## src/rtl/proc_pkg.sv

```systemverilog
// rtl/proc_pkg.sv - shared state, opcode and ALU-select definitions for the processor control path
package proc_pkg;

  typedef enum logic [3:0] {
    ST_INIT   = 4'd0,
    ST_FETCH  = 4'd1,
    ST_DECODE = 4'd2,
    ST_NOOP   = 4'd3,
    ST_LOAD_A = 4'd4,
    ST_LOAD_B = 4'd5,
    ST_STORE  = 4'd6,
    ST_ADD    = 4'd7,
    ST_SUB    = 4'd8,
    ST_HALT   = 4'd9
  } state_t;

  typedef enum logic [3:0] {
    OP_NOOP  = 4'd0,
    OP_LOAD  = 4'd1,
    OP_STORE = 4'd2,
    OP_ADD   = 4'd3,
    OP_SUB   = 4'd4,
    OP_HALT  = 4'd5
  } opcode_t;

  localparam logic [2:0] ALU_PASS = 3'd0;
  localparam logic [2:0] ALU_ADD  = 3'd1;
  localparam logic [2:0] ALU_SUB  = 3'd2;

endpackage

```

## src/rtl/control_unit.sv

```systemverilog
// rtl/control_unit.sv - multi-cycle Moore FSM sequencing PC, IR, data memory, register file and ALU
module control_unit
  import proc_pkg::*;
(
  input  logic        clk,
  input  logic        reset,
  input  logic [15:0] ir,
  output logic        pc_clr,
  output logic        pc_up,
  output logic        im_rd,
  output logic        ir_ld,
  output logic [7:0]  d_addr,
  output logic        d_wr,
  output logic        rf_s,
  output logic [3:0]  rf_w_addr,
  output logic        rf_w_en,
  output logic [3:0]  rf_ra_addr,
  output logic [3:0]  rf_rb_addr,
  output logic [2:0]  alu_s0,
  output logic [3:0]  state,
  output logic        halted
);

  state_t     r_state;
  state_t     w_next_state;
  logic [3:0] w_opcode;

  assign w_opcode = ir[15:12];
  assign state    = r_state;

  always_ff @(posedge clk) begin
    if (reset) begin
      r_state <= ST_INIT;
    end else begin
      r_state <= w_next_state;
    end
  end

  // Opcodes 6-15 fall through to NOOP; illegal state codes recover via INIT.
  always_comb begin
    w_next_state = ST_INIT;
    case (r_state)
      ST_INIT:   w_next_state = ST_FETCH;
      ST_FETCH:  w_next_state = ST_DECODE;
      ST_DECODE: begin
        case (w_opcode)
          OP_LOAD:  w_next_state = ST_LOAD_A;
          OP_STORE: w_next_state = ST_STORE;
          OP_ADD:   w_next_state = ST_ADD;
          OP_SUB:   w_next_state = ST_SUB;
          OP_HALT:  w_next_state = ST_HALT;
          default:  w_next_state = ST_NOOP;
        endcase
      end
      ST_NOOP:   w_next_state = ST_FETCH;
      ST_LOAD_A: w_next_state = ST_LOAD_B;
      ST_LOAD_B: w_next_state = ST_FETCH;
      ST_STORE:  w_next_state = ST_FETCH;
      ST_ADD:    w_next_state = ST_FETCH;
      ST_SUB:    w_next_state = ST_FETCH;
      ST_HALT:   w_next_state = ST_HALT;
      default:   w_next_state = ST_INIT;
    endcase
  end

  always_comb begin
    pc_clr     = 1'b0;
    pc_up      = 1'b0;
    im_rd      = 1'b0;
    ir_ld      = 1'b0;
    d_addr     = 8'h00;
    d_wr       = 1'b0;
    rf_s       = 1'b0;
    rf_w_addr  = 4'h0;
    rf_w_en    = 1'b0;
    rf_ra_addr = 4'h0;
    rf_rb_addr = 4'h0;
    alu_s0     = ALU_PASS;
    halted     = 1'b0;
    case (r_state)
      ST_INIT: begin
        pc_clr = 1'b1;
      end
      ST_FETCH: begin
        im_rd = 1'b1;
        ir_ld = 1'b1;
        pc_up = 1'b1;
      end
      // LOAD_A only presents the address so the memory read settles before the write.
      ST_LOAD_A: begin
        d_addr    = ir[11:4];
        rf_w_addr = ir[3:0];
        rf_s      = 1'b1;
      end
      ST_LOAD_B: begin
        d_addr    = ir[11:4];
        rf_w_addr = ir[3:0];
        rf_s      = 1'b1;
        rf_w_en   = 1'b1;
      end
      ST_STORE: begin
        rf_ra_addr = ir[11:8];
        d_addr     = ir[7:0];
        d_wr       = 1'b1;
      end
      ST_ADD: begin
        rf_ra_addr = ir[11:8];
        rf_rb_addr = ir[7:4];
        rf_w_addr  = ir[3:0];
        alu_s0     = ALU_ADD;
        rf_w_en    = 1'b1;
      end
      ST_SUB: begin
        rf_ra_addr = ir[11:8];
        rf_rb_addr = ir[7:4];
        rf_w_addr  = ir[3:0];
        alu_s0     = ALU_SUB;
        rf_w_en    = 1'b1;
      end
      ST_HALT: begin
        halted = 1'b1;
      end
      default: begin
      end
    endcase
  end

endmodule

```

## config.mk

```make
export PLATFORM = sky130hd
export DESIGN_NAME = control_unit
export DESIGN_NICKNAME = d
export VERILOG_FILES = /design/src/rtl/proc_pkg.sv /design/src/rtl/control_unit.sv
export SDC_FILE = /design/constraint.sdc
export NUM_CORES = 1
export LEC_CHECK = 0
export ABC_AREA = 1
export ABC_CLOCK_PERIOD_IN_PS = 1100
export CORE_MARGIN = 2
export CORE_UTILIZATION = 30
export CTS_BUF_LIST = sky130_fd_sc_hd__clkbuf_8
export CTS_CLUSTER_DIAMETER = 100
export DETAILED_ROUTE_END_ITERATION = 10
export GPL_TIMING_DRIVEN = 0
export HOLD_SLACK_MARGIN = 0.03
export PLACE_DENSITY_LB_ADDON = 0.2
export SETUP_SLACK_MARGIN = 0.1
export SYNTH_ARGS = -nofsm -noshare
export SYNTH_HDL_FRONTEND = slang
export SYNTH_SLANG_ARGS = --single-unit
```

## constraint.sdc

```tcl
create_clock -name clk -period 1.1 [get_ports clk]
set_input_delay 0.11 -clock clk [delete_from_list [all_inputs] [get_ports clk]]
set_output_delay 0.11 -clock clk [all_outputs]
set_load 0.01 [all_outputs]
```

==> impl_metrics.yaml <==
floorplanning:
  num_io_pins: 53
  die_area_sq_um: 2194
  start_util: 0.3188
  fp.coreArea_sq_um: 1727
  std_cell_rows: 15
  floorplan.die.width_um: 46.84
  die_h_um: 46.84
route:
  route.final.wire_length_um: 2703
  route.antenna.remaining_nets: 0
  avgViaCountPerCell: 4.567
  routed_wire_length_per_instance_um: 12.87
  drt-pass1-iter-count: 4
  total_number_of_vias: 959
  dr.first_iter.drc_count: 11
  drcViolationCount: 0
critical_path:
  crit_startpoint: "state[2]"
  list_of_cells_traversed_by_the_critical_path: "inv_4, nor2_4, buf_6, inv_4, nor2_4, nor2_4, buf_4, nor2_1, buf_2"
  setup.worst_path.start_class: "register"
  crit_path_max_incr_delay_ns: 0.36
  r2r-start: "state[2]"
  critical_path_class: "register to output pin"
  crit_path_max_fanout: 6
  cp_data_arrival_time_ns: 1.44
  timing.critical_path.slowest_stage_cell: "sky130_fd_sc_hd__dfxtp_4"
  critical_path_required_ns: 0.99
  endpoint_kind: "output pin"
  crit_path_frequent_cell: "sky130_fd_sc_hd__nor2_4"
synthesis:
  netlist_instances: 108
  synth.ff_latch_count: 4
  postSynthNetCount: 126
  avgSynthCellArea_sq_um: 5.097
  ys_warn_count: 0
  synth_edf_count: 0
  synth_area_leaders: "sky130_fd_sc_hd__nand2_1, sky130_fd_sc_hd__inv_1, sky130_fd_sc_hd__dfxtp_1, sky130_fd_sc_hd__nor2_1, sky130_fd_sc_hd__o21ai_0"
  synth_ff_type: "sky130_fd_sc_hd__dfxtp_1"
  post_synth_num_cell_types: 15
  synth-seq-area-share: 0.1455
  yosysTopAreaCellShare: 0.2250
  synthDominantAreaCellType: "sky130_fd_sc_hd__nand2_1"
  syn_area_sq_um: 550.5
  synth.top_cells.by_count: "sky130_fd_sc_hd__nand2_1, sky130_fd_sc_hd__inv_1, sky130_fd_sc_hd__nor2_1, sky130_fd_sc_hd__o21ai_0"
  synth_most_common_cell: "sky130_fd_sc_hd__nand2_1"
  postSynth.asyncResetShare: 0
global_routing:
  grt_antenna_before_repair: 0
  first_pass_grt_wire_length_um: 3270
  grt_pass1_vias: 843
  grt_util_all_layers: 0.2100
  globalRouteOverflowTotal: 0
  grt_max_degree: 8
finish:
  drive_gt1_frac: 0.5838
  number_of_flip_flops_under_the_largest_register_name: 4
  final_cell_area_sq_um: 1411
  nets: 204
  syn_to_final_growth_pct: 156.4
  fill_cells: 114
  instances_no_fill: 210
  finish.utilization: 0.8174
  n_antenna_cell: 0
status:
  outcome: "complete, but fails checks"
  violations: "negative setup slack"
place:
  worst_setup_timing_slack_at_the_placement_stage_ns: -0.5887
  globalplace.congestion: 0.8169
  post-place-cells: 184
  detailedPlacementHpwl_um: 1687
  port_buffers: 51
  dpl_cell_area_sq_um: 1147
clock_tree:
  clock_tree.buffer_depth: 2
  numCtsBuffers: 3
  cts_root_buffer: "sky130_fd_sc_hd__clkbuf_8"
  clkLatencyLatePin_ns: 0.22
  clkSlewWorstSetupHoldPaths_ns: 0.03
  cts_sinks: 4
  clock_tree.htree_level_count: 1
  cts_tree: "done"
power:
  vdd.ir_drop.worst_v: 0.001082
  p_leak_nw: 0.7920
  p_per_area_nw_per_um2: 795.4
  power.total_mw: 1.123
timing:
  grt_setup_unrepaired: "true"
  layout_setup_ws_ns: -0.4513
  finalHoldViolations: 0
  fin_tns_setup_ns: -10.87
  finalCriticalPeriod_ns: 1.551
  fin_worst_hold_slack_ns: 0.4963
  setup-violations-final: 33
  period_utilisation_layout: 1.410
  final-max-slew-violation-count: 0
  maximum_frequency_from_static_timing_analysis_mhz: 644.6
  timing.clock.skew_ns: 0.004836
min_path:
  hold_path.class: "input pin to register"
  hold_path.startpoint: "reset"
flow_run:
  maxCapViolations: 0
## cell families (layout without fill, tap and decap cells)
family,count (synthesis),in the layout,share of synthesized area
compound gates,14,14,0.1273
buf+inv,29,106,0.2182
flops,4,4,0.1455
other cells,1,1,0.006812
simple gates,60,60,0.5023
## cell usage in the layout, fill, tap and decap left out, types with 2 or more instances in the layout
cell type,count
sky130_fd_sc_hd__clkdlybuf4s15_2,2
sky130_fd_sc_hd__dfxtp_4,4
sky130_fd_sc_hd__clkbuf_8,3
sky130_fd_sc_hd__buf_4,19
sky130_fd_sc_hd__nor2_2,2
sky130_fd_sc_hd__o21ai_1,4
sky130_fd_sc_hd__nand2_2,9
sky130_fd_sc_hd__inv_2,9
sky130_fd_sc_hd__nand2_1,22
sky130_fd_sc_hd__o21ai_0,3
sky130_fd_sc_hd__nor2_4,7
sky130_fd_sc_hd__nor2_1,11
sky130_fd_sc_hd__nand3_1,3
sky130_fd_sc_hd__inv_1,13
sky130_fd_sc_hd__buf_6,19
sky130_fd_sc_hd__buf_12,2
sky130_fd_sc_hd__o21ai_2,4
sky130_fd_sc_hd__nand2_4,4
sky130_fd_sc_hd__a21oi_1,2
sky130_fd_sc_hd__clkdlybuf4s50_1,17
sky130_fd_sc_hd__buf_2,16
sky130_fd_sc_hd__inv_4,4
## where the power goes
part / internal (mW) / leakage (nW) / switching (mW) / total, mW
registers: 0.163 / 0.0355 / 0.0109 / 0.174
clock network: 0.238 / 0.0269 / 0.0726 / 0.310
logic: 0.343 / 0.730 / 0.295 / 0.638
total: 0.744 / 0.792 / 0.379 / 1.12
## layout make-up
cell class | count | area [sq um] | area share
repair buffers | 73 | 655.6 | 0.4645
multi-input cells | 75 | 449.2 | 0.3183
inverters | 26 | 112.6 | 0.07979
flip-flops and latches | 4 | 95.09 | 0.06738
clock buffers | 3 | 41.29 | 0.02926
well taps | 25 | 31.28 | 0.02216
plain buffers | 3 | 22.52 | 0.01596
clock inverters | 1 | 3.754 | 0.002660
## worst paths after layout
kind                                       to  slack, ns  depth (start not counted)
worst min-delay path                 state[2]       0.50                          2
worst max register to register       state[0]      -0.22                          9
worst min register to register       state[0]       0.74                          4
worst max-delay path            rf_rb_addr[2]      -0.45                          9
## critical path, delay by kind of cell, from the launching register on
kind	cells	cell delay (ns)
flip-flops	1	0.36
AND/OR/NAND/NOR	4	0.38
buffers and inverters	5	0.47
## per-layer routing
metal	track usage	wire length, um
met4	0.1000	66
met3	0.05385	238
met5	0	0
met2	0.4274	1446
met1	0.1858	952
## what timing repair did
| action | CTS | global route |
|---|---|---|
| setup endpoints to repair | 38 | 35 |
| endpoints found under the hold margin | 0 | 0 |
| cloned | 0 | 0 |
| buffers inserted | 13 | 9 |
| pin swaps | 13 | 16 |
| gates resized for setup | 167 | 16 |
| hold buffers | 0 | 0 |
Note: power is estimated with default switching activity, not from simulation.
==> edit 1, RTL diff (same flow settings) <==
Make the reset (`reset`) asynchronous in one clocked block.
--- a/src/rtl/control_unit.sv
+++ b/src/rtl/control_unit.sv
@@ -29,5 +29,5 @@
   assign state    = r_state;
 
-  always_ff @(posedge clk) begin
+  always_ff @(posedge clk or posedge reset) begin
     if (reset) begin
       r_state <= ST_INIT;
Function: differs if reset is asserted again (counterexample within 4 cycles, from zero or initial values and one cycle with reset high); with reset held inactive, the same outputs for 10 cycles.
==> edit 1 against the original RTL <==
Area after synthesis is 1.1% lower. Routed wire length is 47% higher. Synthesized cell count is 5.6% lower. The flow still finishes with violations (setup timing). Highest routed layer unchanged. Cell area is 11% higher. Sequential cell count stayed put. Cell count is 0.95% higher. Clock skew is 0.0028 ns lower. Setup slack worse by 0.14 ns.
Power is not compared: it rests on default switching activity, and its combinational part moved more than twofold at a synthesized area within 25%.
==> edit 1: results <==
synthesis:
  ys_types: 16
  synth_flop_cell: "dfrtp_1"
  yosysSeqAreaShare_pct: 18.4
  ys_top_cells_by_area: "nand2_1, dfrtp_1, inv_1"
  synth_nets: 120
  synthArstFlopShare_pct: 100
  postSynthCellCount: 102
  synthTopCellsByCount: "nand2_1, inv_1, o21ai_0"
  ys_warn_count: 0
detailed_routing:
  m1WireLength_um: 1460
  wl_met3_um: 319
  num_vias: 1102
  met2_length_um: 1970
  drtIter0Drc: 41
  vias_per_cell: 5.20
global_routing:
  grt_pass1_vias: 974
  grt_max_degree: 7
  grt.met2_usage_pct: 48.6
  use_met3_pct: 7.06
  track_usage_pct: 29.3
  use_met1_pct: 30.1
setup_path:
  cp-startpoint: "state[3]"
  r2r_start: "state[2]"
  worstPathMaxFanout: 6
  regToRegEndpoint: "state[0]"
  crit_arrival_ns: 1.59
  slowest_stage: "dfrtp_2"
  crit_family: "flip-flops"
  ff2ff_setup_slack_ns: -0.17
placement:
  gp_congestion: 0.812
  dp.cells: 178
  hpwlAfterDp_um: 1520
sta:
  fin_skew_ns: 0.00203
  setup_ws_ns: -0.595
  setup_viol_count_final: 36
cells_and_area:
  final_nets: 207
  drive_gt1_share_pct: 67.4
  final.fill_count: 76
clock_network:
  cts_repair_resize_count: 188
  post_cts_buffers: 24
worst_hold_path:
  min_path_type: "input port to async pin"
run_status:
  outcome: "finished, violations left"
  violations: "setup timing"
## edit 1: cell types whose count changed in the layout (fill, tap and decap cells not counted), sizes merged, moves of 2 or more
cell           delta
buf              +12
nor2             -12
nand3             +5
dfrtp             +4
dfxtp             -4
clkdlybuf4s15     -2
nand2             -2
## edit 1: layout make-up
cell class,count,area [µm²],share of cell area (%)
Multi-Input combinational cell,67,498,31.9
Tap cell,25,31.3,2.00
Inverter,28,133,8.49
Sequential cell,4,105,6.73
Timing Repair Buffer,82,728,46.6
Buffer,3,26.3,1.68
Clock buffer,3,41.3,2.64
## edit 1: per-stage QoR
stage / worst slack [ns] / instance area [µm²] / TNS [ns] / hold WS, ns
global route: -0.647 / 1560 / -15.24 / 0.172
finish: -0.595 / 1560 / -13.94 / 0.116
global placement: -0.599 / 1100 / -15.33 / 0.297
floorplan: -0.0480 / 556 / -0.775 / -0.124
CTS: -0.393 / 1360 / -10.00 / 0.0587
detailed placement: -0.621 / 1100 / -16.00 / 0.298
==> edit 2, RTL diff (same flow settings) <==
Without the edit above. Register the output `rf_w_addr`, cleared by the reset; this adds one clock of latency there. The other outputs are not delayed to match.
--- a/src/rtl/control_unit.sv
+++ b/src/rtl/control_unit.sv
@@ -21,4 +21,6 @@
   output logic        halted
 );
+
+  logic [3:0] rf_w_addr_d;
 
   state_t     r_state;
@@ -72,5 +74,5 @@
     d_wr       = 1'b0;
     rf_s       = 1'b0;
-    rf_w_addr  = 4'h0;
+    rf_w_addr_d = 4'h0;
     rf_w_en    = 1'b0;
     rf_ra_addr = 4'h0;
@@ -90,10 +92,10 @@
       ST_LOAD_A: begin
         d_addr    = ir[11:4];
-        rf_w_addr = ir[3:0];
+        rf_w_addr_d = ir[3:0];
         rf_s      = 1'b1;
       end
       ST_LOAD_B: begin
         d_addr    = ir[11:4];
-        rf_w_addr = ir[3:0];
+        rf_w_addr_d = ir[3:0];
         rf_s      = 1'b1;
         rf_w_en   = 1'b1;
@@ -107,5 +109,5 @@
         rf_ra_addr = ir[11:8];
         rf_rb_addr = ir[7:4];
-        rf_w_addr  = ir[3:0];
+        rf_w_addr_d = ir[3:0];
         alu_s0     = ALU_ADD;
         rf_w_en    = 1'b1;
@@ -114,5 +116,5 @@
         rf_ra_addr = ir[11:8];
         rf_rb_addr = ir[7:4];
-        rf_w_addr  = ir[3:0];
+        rf_w_addr_d = ir[3:0];
         alu_s0     = ALU_SUB;
         rf_w_en    = 1'b1;
@@ -126,4 +128,12 @@
   end
 
+  always_ff @(posedge clk) begin
+    if (reset) begin
+      rf_w_addr <= '0;
+    end else begin
+      rf_w_addr <= rf_w_addr_d;
+    end
+  end
+
 endmodule
 
Behaviour: not the same (Yosys sat finds a counterexample within 4 cycles, from zero or initial values and one cycle with reset high).
==> edit 2 against the original RTL <==
The run still ends with setup timing left. Cell area rose by 16%. Count of clock-buffer cells in the layout unchanged. Sequential share of layout area up 3.9 points. Worst hold slack got worse by 0.046 ns. Power grew 40%. Cell count up 2.9%. Setup slack worse by 0.012 ns. Sequential cell count rose by 4. Utilization grew 2.9 points. Area after synthesis increased by 10%. Routed wire length increased by 17%. Critical path type unchanged. Critical endpoint is now d_addr[0]. Largest power group unchanged.
==> edit 2: results <==
sta:
  fin_skew_ns: 0.00187
  setup_ws_ns: -0.463
  setup_viol_count_final: 33
power_and_ir_drop:
  power.share.clock_pct: 22.5
  pwr.group.combinational_uw: 870
  peakVddDrop_uv: 995
setup_path:
  reg2reg_depth: 11
  critPathMaxStageDelay_ns: 0.38
cells_and_area:
  drive_gt1_share_pct: 63.0
  multi_input_area_um2: 518
synthesis:
  ys_top_cells_by_area: "dfxtp_1, inv_1, nand2_1"
  yosysSeqAreaShare_pct: 26.3
  synthTopCellsByCount: "inv_1, nand2_1, nor2_1"
  ys_types: 17
detailed_routing:
  drtIter0Drc: 12
  avgRoutedWirePerCell_um: 14.6
  wl_met3_um: 145
  met2_length_um: 1690
run_status:
  outcome: "finished, violations left"
  violations: "setup timing"
placement:
  hpwlAfterDp_um: 1720
  placed_area_um2: 1240
clock_network:
  cts_repair_resize_count: 166
global_routing:
  grt_max_degree: 7
  grt_pass1_vias: 955
  grt_pass1_wl_um: 4430
worst_hold_path:
  hold_depth: 3
==> edit 2: cell types whose count changed in the layout (fill, tap and decap cells not counted), sizes merged, moves of 3 or more <==
cell,before,now
nand2,35,24
buf,56,60
o22ai,0,4
nand3,3,6
dlygate4sd2,1,4
o21ai,11,6
dfxtp,4,8
==> edit 2: area by class of cell <==
cell class	count	area share (%)
multi-input cells	67	31.5
flip-flops and latches	8	10.7
clock buffers	3	2.51
inverters	28	7.91
well taps	27	2.05
plain buffers	2	1.14
repair buffers	81	44.2
==> edit 2: cells by family after synthesis <==
family                 synth area share (%)
buffers and inverters                  21.0
DFF                                    26.3
AOI/OAI and AO/OA                      14.4
and+or+nand+nor                        37.7
other                                 0.617
==> edit 2: worst paths after layout <==
check	startpoint	endpoint	slack (ns)
setup / recovery	state[1]	d_addr[0]	-0.46
hold / removal	ir[0]	rf_w_addr[0]	0.45
setup reg to reg	state[2]	state[0]	-0.28
hold reg to reg	state[3]	state[3]	0.56
